**src/rtl/xor_stream_decrypt.sv**
```systemverilog
// Receive-side XOR stream decryptor: strips a serially loaded repeating key from a
// framed ciphertext bit stream and emits plaintext bytes with frame status strobes.
module xor_stream_decrypt #(
    parameter int KEY_SIZE = 32,
    parameter int MSG_SIZE = 512
) (
    input  logic       clk,
    input  logic       rst_n,
    input  logic       ena,
    input  logic       iKey_bit,
    input  logic       iLoad_key,
    input  logic       iSerial_in,
    input  logic       iSerial_start,
    input  logic       iSerial_end,
    output logic [7:0] oByte,
    output logic       oByte_valid,
    output logic       oFrame_done,
    output logic       oFrame_err,
    output logic       oKey_ready,
    output logic       oBusy
);

    localparam int CW  = $clog2(MSG_SIZE) + 1;
    localparam int KW  = $clog2(KEY_SIZE);
    localparam int KCW = KW + 1;
    localparam bit START_END_IS_SHORT = (MSG_SIZE > 1);

    typedef enum logic {
        IDLE = 1'b0,
        RECV = 1'b1
    } state_t;

    state_t              r_state;
    logic [KEY_SIZE-1:0] r_key;
    logic [KCW-1:0]      r_keyCnt;
    logic [CW-1:0]       r_bitCnt;
    logic [7:0]          r_shift;
    logic [7:0]          r_byte;
    logic                r_byteValid;
    logic                r_frameDone;
    logic                r_frameErr;
    logic                r_keyReady;
    logic                r_busy;

    logic [KW-1:0]       w_keyIdx;
    logic                w_plainBit;
    logic                w_firstBit;
    logic [7:0]          w_nextShift;
    logic [7:0]          w_startShift;
    logic                w_lastBit;
    logic                w_byteDone;

    // The key index is simply the low bits of the frame bit counter.
    assign w_keyIdx     = r_bitCnt[KW-1:0];
    assign w_plainBit   = iSerial_in ^ r_key[w_keyIdx];
    assign w_firstBit   = iSerial_in ^ r_key[0];
    assign w_nextShift  = {w_plainBit, r_shift[7:1]};
    assign w_startShift = {w_firstBit, r_shift[7:1]};
    assign w_lastBit    = (r_bitCnt == CW'(MSG_SIZE - 1));
    assign w_byteDone   = (r_bitCnt[2:0] == 3'd7);

    always_ff @(posedge clk) begin
        if (!rst_n) begin
            r_state     <= IDLE;
            r_key       <= '0;
            r_keyCnt    <= '0;
            r_bitCnt    <= '0;
            r_shift     <= 8'h00;
            r_byte      <= 8'h00;
            r_byteValid <= 1'b0;
            r_frameDone <= 1'b0;
            r_frameErr  <= 1'b0;
            r_keyReady  <= 1'b0;
            r_busy      <= 1'b0;
        end else begin
            r_byteValid <= 1'b0;
            r_frameDone <= 1'b0;
            r_frameErr  <= 1'b0;
            if (ena) begin
                case (r_state)
                    IDLE: begin
                        if (iLoad_key) begin
                            r_key <= {iKey_bit, r_key[KEY_SIZE-1:1]};
                            if (r_keyCnt != KCW'(KEY_SIZE))
                                r_keyCnt <= r_keyCnt + 1'b1;
                            if (r_keyCnt >= KCW'(KEY_SIZE - 1))
                                r_keyReady <= 1'b1;
                        end
                        if (iSerial_start) begin
                            if (r_keyReady) begin
                                r_shift  <= w_startShift;
                                r_bitCnt <= CW'(1);
                                if (iSerial_end && START_END_IS_SHORT) begin
                                    r_frameErr <= 1'b1;
                                end else begin
                                    r_state <= RECV;
                                    r_busy  <= 1'b1;
                                end
                            end else begin
                                r_frameErr <= 1'b1;
                            end
                        end
                    end
                    RECV: begin
                        if (iSerial_start) begin
                            // Restart: abandon the partial frame, this cycle is bit 0 of a new one.
                            r_frameErr <= 1'b1;
                            r_shift    <= w_startShift;
                            r_bitCnt   <= CW'(1);
                            if (iSerial_end && START_END_IS_SHORT) begin
                                r_state <= IDLE;
                                r_busy  <= 1'b0;
                            end
                        end else begin
                            r_shift  <= w_nextShift;
                            r_bitCnt <= r_bitCnt + 1'b1;
                            if (w_byteDone && (!iSerial_end || w_lastBit)) begin
                                r_byte      <= w_nextShift;
                                r_byteValid <= 1'b1;
                            end
                            if (iSerial_end) begin
                                r_state <= IDLE;
                                r_busy  <= 1'b0;
                                if (w_lastBit)
                                    r_frameDone <= 1'b1;
                                else
                                    r_frameErr <= 1'b1;
                            end else if (w_lastBit) begin
                                r_state    <= IDLE;
                                r_busy     <= 1'b0;
                                r_frameErr <= 1'b1;
                            end
                        end
                    end
                    default: begin
                        r_state <= IDLE;
                        r_busy  <= 1'b0;
                    end
                endcase
            end
        end
    end

    assign oByte       = r_byte;
    assign oByte_valid = r_byteValid;
    assign oFrame_done = r_frameDone;
    assign oFrame_err  = r_frameErr;
    assign oKey_ready  = r_keyReady;
    assign oBusy       = r_busy;

endmodule
```
**config.mk**
```make
export PLATFORM = sky130hd
export DESIGN_NAME = xor_stream_decrypt
export DESIGN_NICKNAME = d
export VERILOG_FILES = /design/src/rtl/xor_stream_decrypt.sv
export SDC_FILE = /design/constraint.sdc
export NUM_CORES = 1
export LEC_CHECK = 0
export ABC_AREA = 1
export CAP_MARGIN = 20
export CELL_PAD_IN_SITES_DETAIL_PLACEMENT = 0
export CELL_PAD_IN_SITES_GLOBAL_PLACEMENT = 1
export CORE_ASPECT_RATIO = 1.1
export CORE_UTILIZATION = 39
export CTS_BUF_LIST = sky130_fd_sc_hd__clkbuf_8
export DETAILED_ROUTE_END_ITERATION = 10
export PLACE_DENSITY = 0.76
export SYNTH_ARGS = -nofsm -noshare
export SYNTH_HDL_FRONTEND = slang
export SYNTH_SLANG_ARGS = --single-unit
```
**constraint.sdc**
```tcl
create_clock -name clk -period 2.4 [get_ports clk]
set_input_delay 0.24 -clock clk [delete_from_list [all_inputs] [get_ports clk]]
set_output_delay 0.24 -clock clk [all_outputs]
set_load 0.1 [all_outputs]
```
### Word-level counts from Yosys, hierarchy flattened

Index checks and enable logic that the tools add are counted.

| word-level totals | value |
|---|---|
| bits in registers | 70 |
| input port bits | 8 |
| output and inout port bits | 13 |
| word-level logic and storage cells | 75 |

| operators by class | value |
|---|---|
| $add $sub $neg | 2 |
| magnitude comparators | 2 |
| equal/unequal tests | 8 |
| multiplexer cells | 33 |
| bitwise operators | 7 |
| reduce and logical (&&, ||, !) cells | 12 |

Operators by type and width:

| kind | number |
|---|---|
| $mux 10 | 3 |
| $mux 8 | 3 |
| $mux 1 | 21 |
| $pmux 10 s2 | 1 |
| $pmux 8 s2 | 1 |
| $reduce_and 4->1 | 3 |
| $add 10x1->10 const B | 1 |
| $eq 10x9->1 const B | 1 |
| $add 6x1->6 const B | 1 |
| $ge 6x5->1 const B | 1 |
| $lt 5x6->1 const B | 1 |
| $ne 2x2->1 const B | 3 |
| $ne 6x6->1 const B | 1 |
| $pmux 1 s2 | 3 |
| $reduce_and 3->1 | 2 |
| $reduce_and 6->1 | 1 |
| $bmux 1 s5 | 1 |
| $not 1->1 | 5 |
| $reduce_or 5->1 | 1 |
| $reduce_or 4->1 | 1 |
| $eq 3x3->1 const B | 1 |
| $ne 3x2->1 const B | 1 |
| $ne 3x3->1 const B | 1 |
| $reduce_and 2->1 | 1 |
| 4 further kinds | 5 |

### Logic depth before layout (Yosys ltp)

Gate-level depths: netlist (run 1).

| depth | value |
|---|---|
| depth in word-level cells | 5 |
| gate-level depth with buffers | 13 |
| gate-level depth less buffers | 12 |

### Worst setup path after synthesis (run 1)

OpenSTA, ideal clock, no wires.

| timing | value |
|---|---|
| path type | register to register |
| from | reg r_keyReady, in the netlist oKey_ready |
| to | reg r_bitCnt[9] |
| library setup time | 0.117 ns |
| arrival | 2.015 ns |
| data required time | 2.283 ns |
| setup slack | 0.268 ns |
| cell stages (with the launch flop) | 9 |
| buffers on the path | 0 |
| period minus slack after synthesis | 2.132 ns |
| cells stage by stage | dfxtp_1 o21ai_2 nor2_4 nand4_2 or2_4 nor2_1 nand3_1 o21ai_1 a21oi_1 |

| between the ends | value |
|---|---|
| word-level cells in the longest chain between the ends | 2 |

Ends and longest elaborated chain:

| element | line | text |
|---|---|---|
| start, declared | 42 | `logic r_keyReady;` |
| start signal, assigned | 73 | `r_keyReady <= 1'b0;` |
| start signal, assigned | 87 | `r_keyReady <= 1'b1;` |
| $ne 2x2->1 (no line) | - |  |
| $reduce_and 3->1 (no line) | - |  |
| end signal, assigned | 116 | `r_bitCnt <= r_bitCnt + 1'b1;` |
| end, declared | 36 | `logic [CW-1:0] r_bitCnt;` |

Every way passes these cells.
A chain may end at the register's enable or synchronous reset.

### Worst setup path after layout (run 1)

| timing | value |
|---|---|
| from | reg r_bitCnt[4] |
| to | reg r_byte[7], in the netlist oByte[7] |

| between the ends | value |
|---|---|
| word-level cells in the longest chain between the ends | 4 |
| elaborated cells on any way between the ends | 7 |
| those cells by class | eq/ne (1); mux (2); bitwise (1); reduce/logical (3) |

Ends and longest elaborated chain:

| element | line | text |
|---|---|---|
| parallel branches: the longest is 4 deep, another holds $bmux 1 s5 | - |  |
| end signal, assigned | 118 | `r_byte <= w_nextShift;` |
| end, declared | 38 | `logic [7:0] r_byte;` |

Several ways; the timed one is not identified. The select of a mux whose other input is x is not followed.

==> metrics.cfg, run 1 <==
[critical_path]
rr_worst_depth=12
crit_start=r_bitCnt[4]$_SDFFE_PN0P_
crit_slowest_cell=dfxtp_1
r2r_slack_ns=0.45
crit_chain=nand2_1 > nor2_1 > nand3_1 > nor2_1 > nand3_1 > ha_1 > inv_1 > nand3_2 > clkinv_2 > nand3_1 > o211ai_1 > inv_1
critPathMaxFanout=9
worstSetupPathType=flop to flop
path_common_cell=nand3_1
slowest_delay_ns=0.42
r2r-start=r_bitCnt[4]$_SDFFE_PN0P_
critical_path_arrival_ns=2.18
start_kind=flop
r2r-end=oByte[7]$_SDFFE_PN0P_
required_ns=2.63
end_kind=flop

[grt]
grt_pass1_vias=2321
grt-ovfl-total=0
track_usage_pct=17.2
antenna_found_initial=0
grt_pass1_wl_mm=10.9
grt_max_degree=49

[hold_path]
min_to=r_key[14]$_SDFFE_PN0P_
hp-start=r_key[14]$_SDFFE_PN0P_
min_delay_path_depth=2
hp-class=flop to flop

[clock_network]
clkTransAtPathRegs_ns=0.07
cts_hold_buf=0
post_cts_resized=0
numCtsBuffers=9
cts_setup_buffers=0
htreeDepth=3
cts.sinks=69
clk_path_buf_depth=2
cts_root_buf=clkbuf_8
cts_tree=yes
clk-insertion-delay-late_ns=0.34

[timing]
fin_tns_setup_ns=0
relSlewSlack_pct=72.7
slew_viol_final=0
finalSetupViolCount=0
worstMarginPinSlew_ns=0.408
fin_skew_ns=0.00960
fin_crit_sh_pct=81.3
rsz0062_at_grt=no
min_period_ns=1.95
max_freq_ghz=0.512
hold_violations=0
hold_slack_ns=0.471

[yosys]
synth_edf_count=0
synth_top_family_by_area=simple AND/OR/NAND/NOR gates
ys_dominant_reg_cell=dfxtp_1
syn_area_per_cell_um2=7.25
synth_async_sr_flop_share_pct=0
synthAdderAreaFrac_pct=2.48
netlist_area_mm2=0.00302
netlist_instances=417
synthTopCellsByArea=dfxtp_1 (46%), o21ai_0 (9.3%), a21oi_1 (7.4%), nor2_1 (7.1%), nand2_1 (6.5%)
synth_cell_types=34
synth.net_count=431
synth_xor_area_share_pct=0.290
yosysTopAreaCell=dfxtp_1
synth_top_area_share_pct=45.7
synthTopCellsByCount=dfxtp_1 (69), nor2_1 (57), o21ai_0 (56)
ys_ff_latch=69
seq_area_frac_synth_pct=45.7
synth_warnings=0
muxShareOfSynthArea_pct=0
synth_compound_area_share_pct=18.7
synth.most_common_cell=dfxtp_1
synth_simple_gate_area_share_pct=23.7

[floorplan]
die-area_mm2=0.00811
die_w_um=86.0
start_util_pct=40.5
pin_count=21
die_h_um=94.4
core_mm2=0.00747
num_rows=33

[route]
maxUsedRoutingLayer=met4
via_count=2617
wl_met3_um=197
drt-initial-drc-count=117
drtAntennaViolNets=0
vias_per_cell=4.78
wl_met1_mm=3.32
first_pass_iters=4
routed_wirelength_mm=6.45
drc=0
wire_per_inst_um=11.8
met2_length_mm=2.90

[finish]
fin_util_pct=47.3
num-nets-final=452
fillers=789
final_area_mm2=0.00353
drive_above_1_share_pct=11.5
num_antenna_cells=0
area_delta_synth_final_pct=16.8

[pwr]
ir_drop_mv=0.294
p_total_mw=2.41
power.density_mw_per_mm2=682
p_leak_nw=1.41

[placed_design]
gp_congestion=0.788
place_area_mm2=0.00331
hpwl_mm=4.52
portBuffers=20

[run]
maxCapViolations=0

[status]
status=complete, no violations

==> cell usage in the layout, fill, tap and decap left out, drive strengths merged, types with 2 or more instances in the layout <==
cell           Yosys  routed
dfxtp             69      69
nor2              60      60
o21ai             58      58
nand2             53      53
inv               52      52
a21oi             45      45
nand3             33      33
buf                5      21
clkbuf            13      10
clkdlybuf4s50      0       7
ha                 6       6
nor3               6       6
clkinv             2       5
nand4              3       3
a211oi             2       2
nor4               2       2
nor3b              2       2
bufinv             0       2
==> through the flow <==
step	cells	setup WS, ns
2_1_floorplan	417	0.268
6_report	548	0.448
3_3_place_gp	532	0.348
3_5_place_dp	532	0.392
4_1_cts	548	0.414
5_1_grt	548	0.206
==> how the worst max path moves through the flow <==
stage,end,slack [ns],cells past startpoint
2_1_floorplan,r_bitCnt[9]$_SDFFE_PN0P_,0.27,8
3_3_place_gp,oByte[7]$_SDFFE_PN0P_,0.35,9
3_5_place_dp,oByte[7]$_SDFFE_PN0P_,0.39,9
4_1_cts,oByte[7]$_SDFFE_PN0P_,0.41,12
5_1_grt,oByte[7]$_SDFFE_PN0P_,0.21,12
6_report,oByte[7]$_SDFFE_PN0P_,0.45,12
==> power by group <==
part	switching (mW)	leakage, nW	total [mW]	internal (mW)
registers	0.0184	0.562	1.20	1.18
logic	0.0991	0.735	0.154	0.0552
clock network	0.443	0.112	1.05	0.612
total	0.561	1.41	2.41	1.85
==> final cells by class <==
cell class                 count  area, um^2  area share (%)
sequential                    69        1380            39.1
multi-input combinational    276        1360            38.6
timing repair buffer          28         228            6.45
inverter                      54         204            5.77
clock buffer                  10         138            3.90
tap                          105         131            3.72
clock inverter                 6        86.3            2.44
==> state kept, by name, summed over array words and instances, names as in the netlist, 6 cells and up <==
register and flops:
r_bitCnt 10, r_shift 7, r_key 32, oByte 8
r_keyCnt 6
==> worst max-delay path: cells and delay by family (launching register included) <==
kind | cells | cell delay (ns)
adder cells (fa/ha/maj) | 1 | 0.24
flip-flops | 1 | 0.42
AO/OA/AOI/OAI | 1 | 0.08
AND/OR/NAND/NOR | 7 | 0.80
buffers and inverters | 3 | 0.29
==> layer usage <==
metal	global-route usage [%]	vias up
met2	26.2	29
met3	3.23	2
li1	-	1407
met5	0	-
met4	7.50	0
met1	23.8	1179
==> kinds of logic after synthesis <==
family / after synthesis
AO/OA/AOI/OAI: 109
adder cells (fa/ha/maj): 6
XOR/XNOR: 1
flip-flops: 69
buffers and inverters: 72
AND/OR/NAND/NOR: 160
Note: power is estimated with default switching activity, not from simulation.
==> run 2: changes to the inputs <==
--- a/config.mk
+++ b/config.mk
@@ -13,7 +13,7 @@
 export CORE_UTILIZATION = 39
 export CTS_BUF_LIST = sky130_fd_sc_hd__clkbuf_8
 export DETAILED_ROUTE_END_ITERATION = 10
-export PLACE_DENSITY = 0.76
+export PLACE_DENSITY = 0.79
 export SYNTH_ARGS = -nofsm -noshare
 export SYNTH_HDL_FRONTEND = slang
 export SYNTH_SLANG_ARGS = --single-unit
==> constraint.sdc (replaced) <==
create_clock -name clk -period 1.7 [get_ports clk]
set_input_delay 0.17 -clock clk [delete_from_list [all_inputs] [get_ports clk]]
set_output_delay 0.17 -clock clk [all_outputs]
set_load 0.1 [all_outputs]
==> metrics.cfg, run 2 (same netlist as run 1, synthesis figures left out) <==
[critical_path]
worstSetupPathType=flop to flop
critPathBufInv=4
critPathMaxFanout=5
crit_chain=ha_4 > nand3_2 > nor2_1 > nand3_1 > ha_2 > inv_4 > nand3_4 > inv_4 > buf_6 > o211ai_1 > inv_1
slowest_delay_ns=0.37
critical_path_arrival_ns=1.93
end_kind=flop
path_delay_family=simple AND/OR/NAND/NOR gates
start_kind=flop
path_common_cell=inv_4
required_ns=2.01
crit_slowest_cell=dfxtp_4

[timing]
relSlewSlack_pct=71.8
worstMarginPinSlew_ns=0.423
rsz0062_at_grt=yes
min_period_ns=1.62
fin_crit_sh_pct=95.6
slew_viol_final=0
hold_violations=0
finalSetupViolCount=0
fin_skew_ns=0.00783
max_freq_ghz=0.616

[floorplan]
die_w_um=86.0
num_rows=33
die_h_um=94.4
pin_count=21
die-area_mm2=0.00811
start_util_pct=40.5
core_mm2=0.00747

[finish]
final_cell_mix=dfxtp_1 (64), nor2_1 (54), o21ai_0 (53)
largest_reg_flops=32
regMostFlops=r_key
num_antenna_cells=0
num-nets-final=477
final_common_cell=dfxtp_1
area_delta_synth_final_pct=26.9
drive_above_1_share_pct=19.7
fin_util_pct=51.4

[clock_network]
clkTransAtPathRegs_ns=0.08
cts.sinks=69
cts_tree=yes
clk_path_buf_depth=2
htreeDepth=3
cts_hold_buf=0
numCtsBuffers=9
cts_root_buf=clkbuf_8
clk-insertion-delay-late_ns=0.36

[grt]
grt_pass1_wl_mm=11.1
grt-ovfl-total=0
track_usage_pct=17.9
grt_max_degree=50
antenna_found_initial=0
grt_pass1_vias=2453

[pwr]
power.share.switching_pct=26.0
p_total_mw=3.32
p_comb_share_pct=7.3
ir_drop_mv=0.383
power.density_mw_per_mm2=865
p_sw_mw=0.864
power.share.sequential_pct=50.9
p_leak_nw=1.54
clock_power_share_pct=41.8
intPower_mw=2.46

[route]
wl_met1_mm=3.34
via_count=2741
met2_length_mm=3.06
wl_met3_um=199
vias_per_cell=4.78
drtAntennaViolNets=0
first_pass_iters=4
drc=0
maxUsedRoutingLayer=met4
drt-initial-drc-count=148
routed_wirelength_mm=6.75
wire_per_inst_um=11.8

[status]
status=complete, no violations

[placed_design]
gp_congestion=0.767
portBuffers=20
hpwl_mm=4.69

[run]
maxCapViolations=0

[hold_path]
hp-class=input port to flop

-- run 2: metrics by stage --
stage | area [um^2] | hold slack (ns) | TNS [ns] | worst slack, ns | instances
final | 3840 | 0.432 | 0 | 0.0754 | 573
after CTS | 3760 | 0.426 | 0 | 0.00857 | 573
after detailed placement | 3510 | 0.460 | -0.659 | -0.0947 | 554
after floorplan | 3030 | 0.309 | 0 | 0.0708 | 417
after global placement | 3510 | 0.455 | -0.272 | -0.0629 | 554
after global routing | 3840 | 0.496 | -0.0542 | -0.0359 | 573
-- run 2: power by group through the flow --
stage | Sequential (mW) | Clock, mW | Combinational [mW]
6_report | 1.69 | 1.39 | 0.244
5_1_grt | 1.70 | 1.50 | 0.276
4_1_cts | 1.69 | 1.43 | 0.244
3_5_place_dp | 1.73 | 0 | 0.240
3_3_place_gp | 1.73 | 0 | 0.237
2_1_floorplan | 1.73 | 0 | 0.149
-- run 2: worst paths after layout --
kind                                 start                endpoint  slack [ns]  cells past startpoint
hold reg to reg      oByte[0]$_SDFFE_PN0P_   oByte[0]$_SDFFE_PN0P_        0.47                      2
setup / recovery  r_bitCnt[0]$_SDFFE_PN0P_   oByte[7]$_SDFFE_PN0P_        0.08                     11
setup reg to reg  r_bitCnt[0]$_SDFFE_PN0P_   oByte[7]$_SDFFE_PN0P_        0.08                     11
hold / removal                    iKey_bit  r_key[31]$_SDFFE_PN0P_        0.43                      3
-- run 2: worst reg2reg max path, delay by kind of cell (launching register included) --
kind | cells | cell delay [ns]
AOI/OAI and AO/OA | 1 | 0.08
adders and majority gates | 2 | 0.36
buffers and inverters | 4 | 0.35
DFF | 1 | 0.37
and+or+nand+nor | 4 | 0.42
-- run 2: layer usage --
metal,global-route usage [%],vias up
met5,0,-
met2,27.9,36
li1,-,1459
met1,22.9,1235
met4,10.4,0
met3,3.58,11
-- run 2: cell type report --
cell class	instances	area, um^2
fill	734	3630
multi-input combinational	277	1430
sequential	69	1400
timing repair buffer	52	468
inverter	54	213
tap	105	131
clock buffer	9	124
clock inverter	7	78.8
-- run 2: what timing repair did --
item	CTS	global route
resized for setup	5	26
setup endpoints to repair	9	11
pin swaps	1	9
setup buffers	2	1
cloned	1	0
==> run 3: changes to the inputs <==
--- a/config.mk
+++ b/config.mk
@@ -13,7 +13,9 @@
 export CORE_UTILIZATION = 39
 export CTS_BUF_LIST = sky130_fd_sc_hd__clkbuf_8
 export DETAILED_ROUTE_END_ITERATION = 10
-export PLACE_DENSITY = 0.79
+export PLACE_DENSITY = 0.76
+export REMOVE_ABC_BUFFERS = 1
+export SLEW_MARGIN = 25
 export SYNTH_ARGS = -nofsm -noshare
 export SYNTH_HDL_FRONTEND = slang
 export SYNTH_SLANG_ARGS = --single-unit
==> constraint.sdc (replaced) <==
create_clock -name clk -period 1.6 [get_ports clk]
set_input_delay 0.16 -clock clk [delete_from_list [all_inputs] [get_ports clk]]
set_output_delay 0.16 -clock clk [all_outputs]
set_load 0.1 [all_outputs]
==> metrics.cfg, run 3 (same netlist as run 1, synthesis figures left out) <==
[critical_path]
crit_start=r_bitCnt[0]$_SDFFE_PN0P_
critical_path_arrival_ns=1.88
worstSetupPathType=flop to flop
start_kind=flop
end_kind=flop
r2r_slack_ns=-0.04
r2r-end=oByte[7]$_SDFFE_PN0P_
rr_worst_depth=11
required_ns=1.84
critPathMaxFanout=5
r2r-start=r_bitCnt[0]$_SDFFE_PN0P_

[route]
routed_wirelength_mm=7.22
drtAntennaViolNets=0
wire_per_inst_um=12.3
vias_per_cell=4.86
drt-initial-drc-count=104
via_count=2859
drc=0
first_pass_iters=4

[clock_network]
cts.sinks=69
htreeDepth=3
numCtsBuffers=9
clk_path_buf_depth=2
clk-insertion-delay-late_ns=0.35
cts_tree=yes
cts_hold_buf=0
clkTransAtPathRegs_ns=0.08
cts_root_buf=clkbuf_8

[pwr]
intPower_mw=3.07
clock_power_share_pct=48.2
p_leak_nw=1.69
p_sw_mw=0.892
p_comb_share_pct=6.5
power.density_mw_per_mm2=939
ir_drop_mv=0.619
power.share.switching_pct=22.5
power.share.sequential_pct=45.4

[timing]
relSlewSlack_pct=70.1
min_period_ns=1.64
slew_viol_final=0
worstMarginPinSlew_ns=0.448
fin_crit_sh_pct=102
rsz0062_at_grt=yes
max_freq_ghz=0.612
layout_setup_ws_ns=-0.0352
fin_skew_ns=0.00735
hold_violations=0
finalSetupViolCount=3

[floorplan]
start_util_pct=40.5
die_h_um=94.4
num_rows=33
die_w_um=86.0
pin_count=21
die-area_mm2=0.00811
core_mm2=0.00747

[finish]
final_common_cell=dfxtp_1
num_antenna_cells=0
final_area_mm2=0.00422
regMostFlops=r_key
area_delta_synth_final_pct=39.5
largest_reg_flops=32
final_cell_mix=dfxtp_1 (63), o21ai_0 (55), nand2_1 (51)
layoutNonFillerInstCount=588
num-nets-final=492
drive_above_1_share_pct=25.1
fin_util_pct=56.5

[placed_design]
gp_congestion=0.781
numPlacedInstances=561
portBuffers=20
hpwl_mm=4.85
place_area_mm2=0.00369

[grt]
track_usage_pct=19.1
grt-ovfl-total=0
grt_pass1_vias=2725
grt_pass1_wl_mm=12.1
grt_max_degree=49
antenna_found_initial=0

[hold_path]
hp-start=iKey_bit
hp-class=input port to flop
min_to=r_key[31]$_SDFFE_PN0P_
min_delay_path_depth=3

[status]
violations=negative setup slack
status=complete, but fails checks

[run]
maxCapViolations=0

==> run 3: cell types whose count changed in the layout (fill, tap and decap cells not counted), sizes merged <==
cell    delta
buf       +14
inv        -3
bufinv     +3
clkbuf     +1
==> run 3: power by group through the flow <==
stage	clock network [mW]	logic (mW)	registers (mW)
after floorplan	0	0.142	1.84
after global placement	0	0.243	1.84
after detailed placement	0	0.247	1.84
after CTS	1.95	0.249	1.80
after global routing	2.03	0.293	1.80
final	1.91	0.256	1.80
==> run 3: routing by layer <==
metal,GRT usage (%),routed length (um)
met1,24.3,3490
met3,4.55,205
met2,32.0,3420
met4,6.25,108
met5,0,0
==> run 3: timing repair <==
item / 4_1_cts / 5_1_grt
buffers inserted: 1 / 7
cloned: 1 / 2
gates resized for setup: 14 / 32
pin swaps: 11 / 10
endpoints found under the setup margin: 9 / 16
==> run 3: per-stage QoR <==
stage	hold WS [ns]	power, mW	TNS (ns)	setup slack (ns)
after floorplan	0.296	1.98	-10.46	-0.544
after global placement	0.455	2.08	-1.62	-0.161
after detailed placement	0.462	2.09	-1.96	-0.198
after CTS	0.429	4.00	-0.190	-0.0510
after global routing	0.439	4.12	-0.766	-0.118
final	0.431	3.96	-0.0450	-0.0352
==> run 3: worst max path at each step <==
stage | slack, ns | end | depth (start not counted)
floorplan | -0.54 | oByte[7]$_SDFFE_PN0P_ | 11
global placement | -0.16 | r_bitCnt[9]$_SDFFE_PN0P_ | 9
detailed placement | -0.20 | r_bitCnt[9]$_SDFFE_PN0P_ | 9
CTS | -0.05 | oByte[4]$_SDFFE_PN0P_ | 12
global route | -0.12 | r_shift[7]$_SDFFE_PN0P_ | 12
finish | -0.04 | oByte[7]$_SDFFE_PN0P_ | 11
==> run 3: layout make-up <==
class / instances / area, um^2
repair buffers: 67 / 728
clock inverters: 7 / 145
multi-input cells: 277 / 1480
flip-flops and latches: 69 / 1390
clock buffers: 9 / 124
inverters: 54 / 215
well taps: 105 / 131
fillers: 699 / 3250
==> run 3: critical path, stage by stage (launching register included) <==
cell and delay [ns]:
dfxtp_4 0.37, ha_4 0.16, nand3_2 0.06, nor2_1 0.04
nand3_1 0.11, ha_2 0.22, inv_4 0.05, nand3_4 0.12
clkinv_4 0.07, buf_6 0.13, o211ai_1 0.15, inv_1 0.05
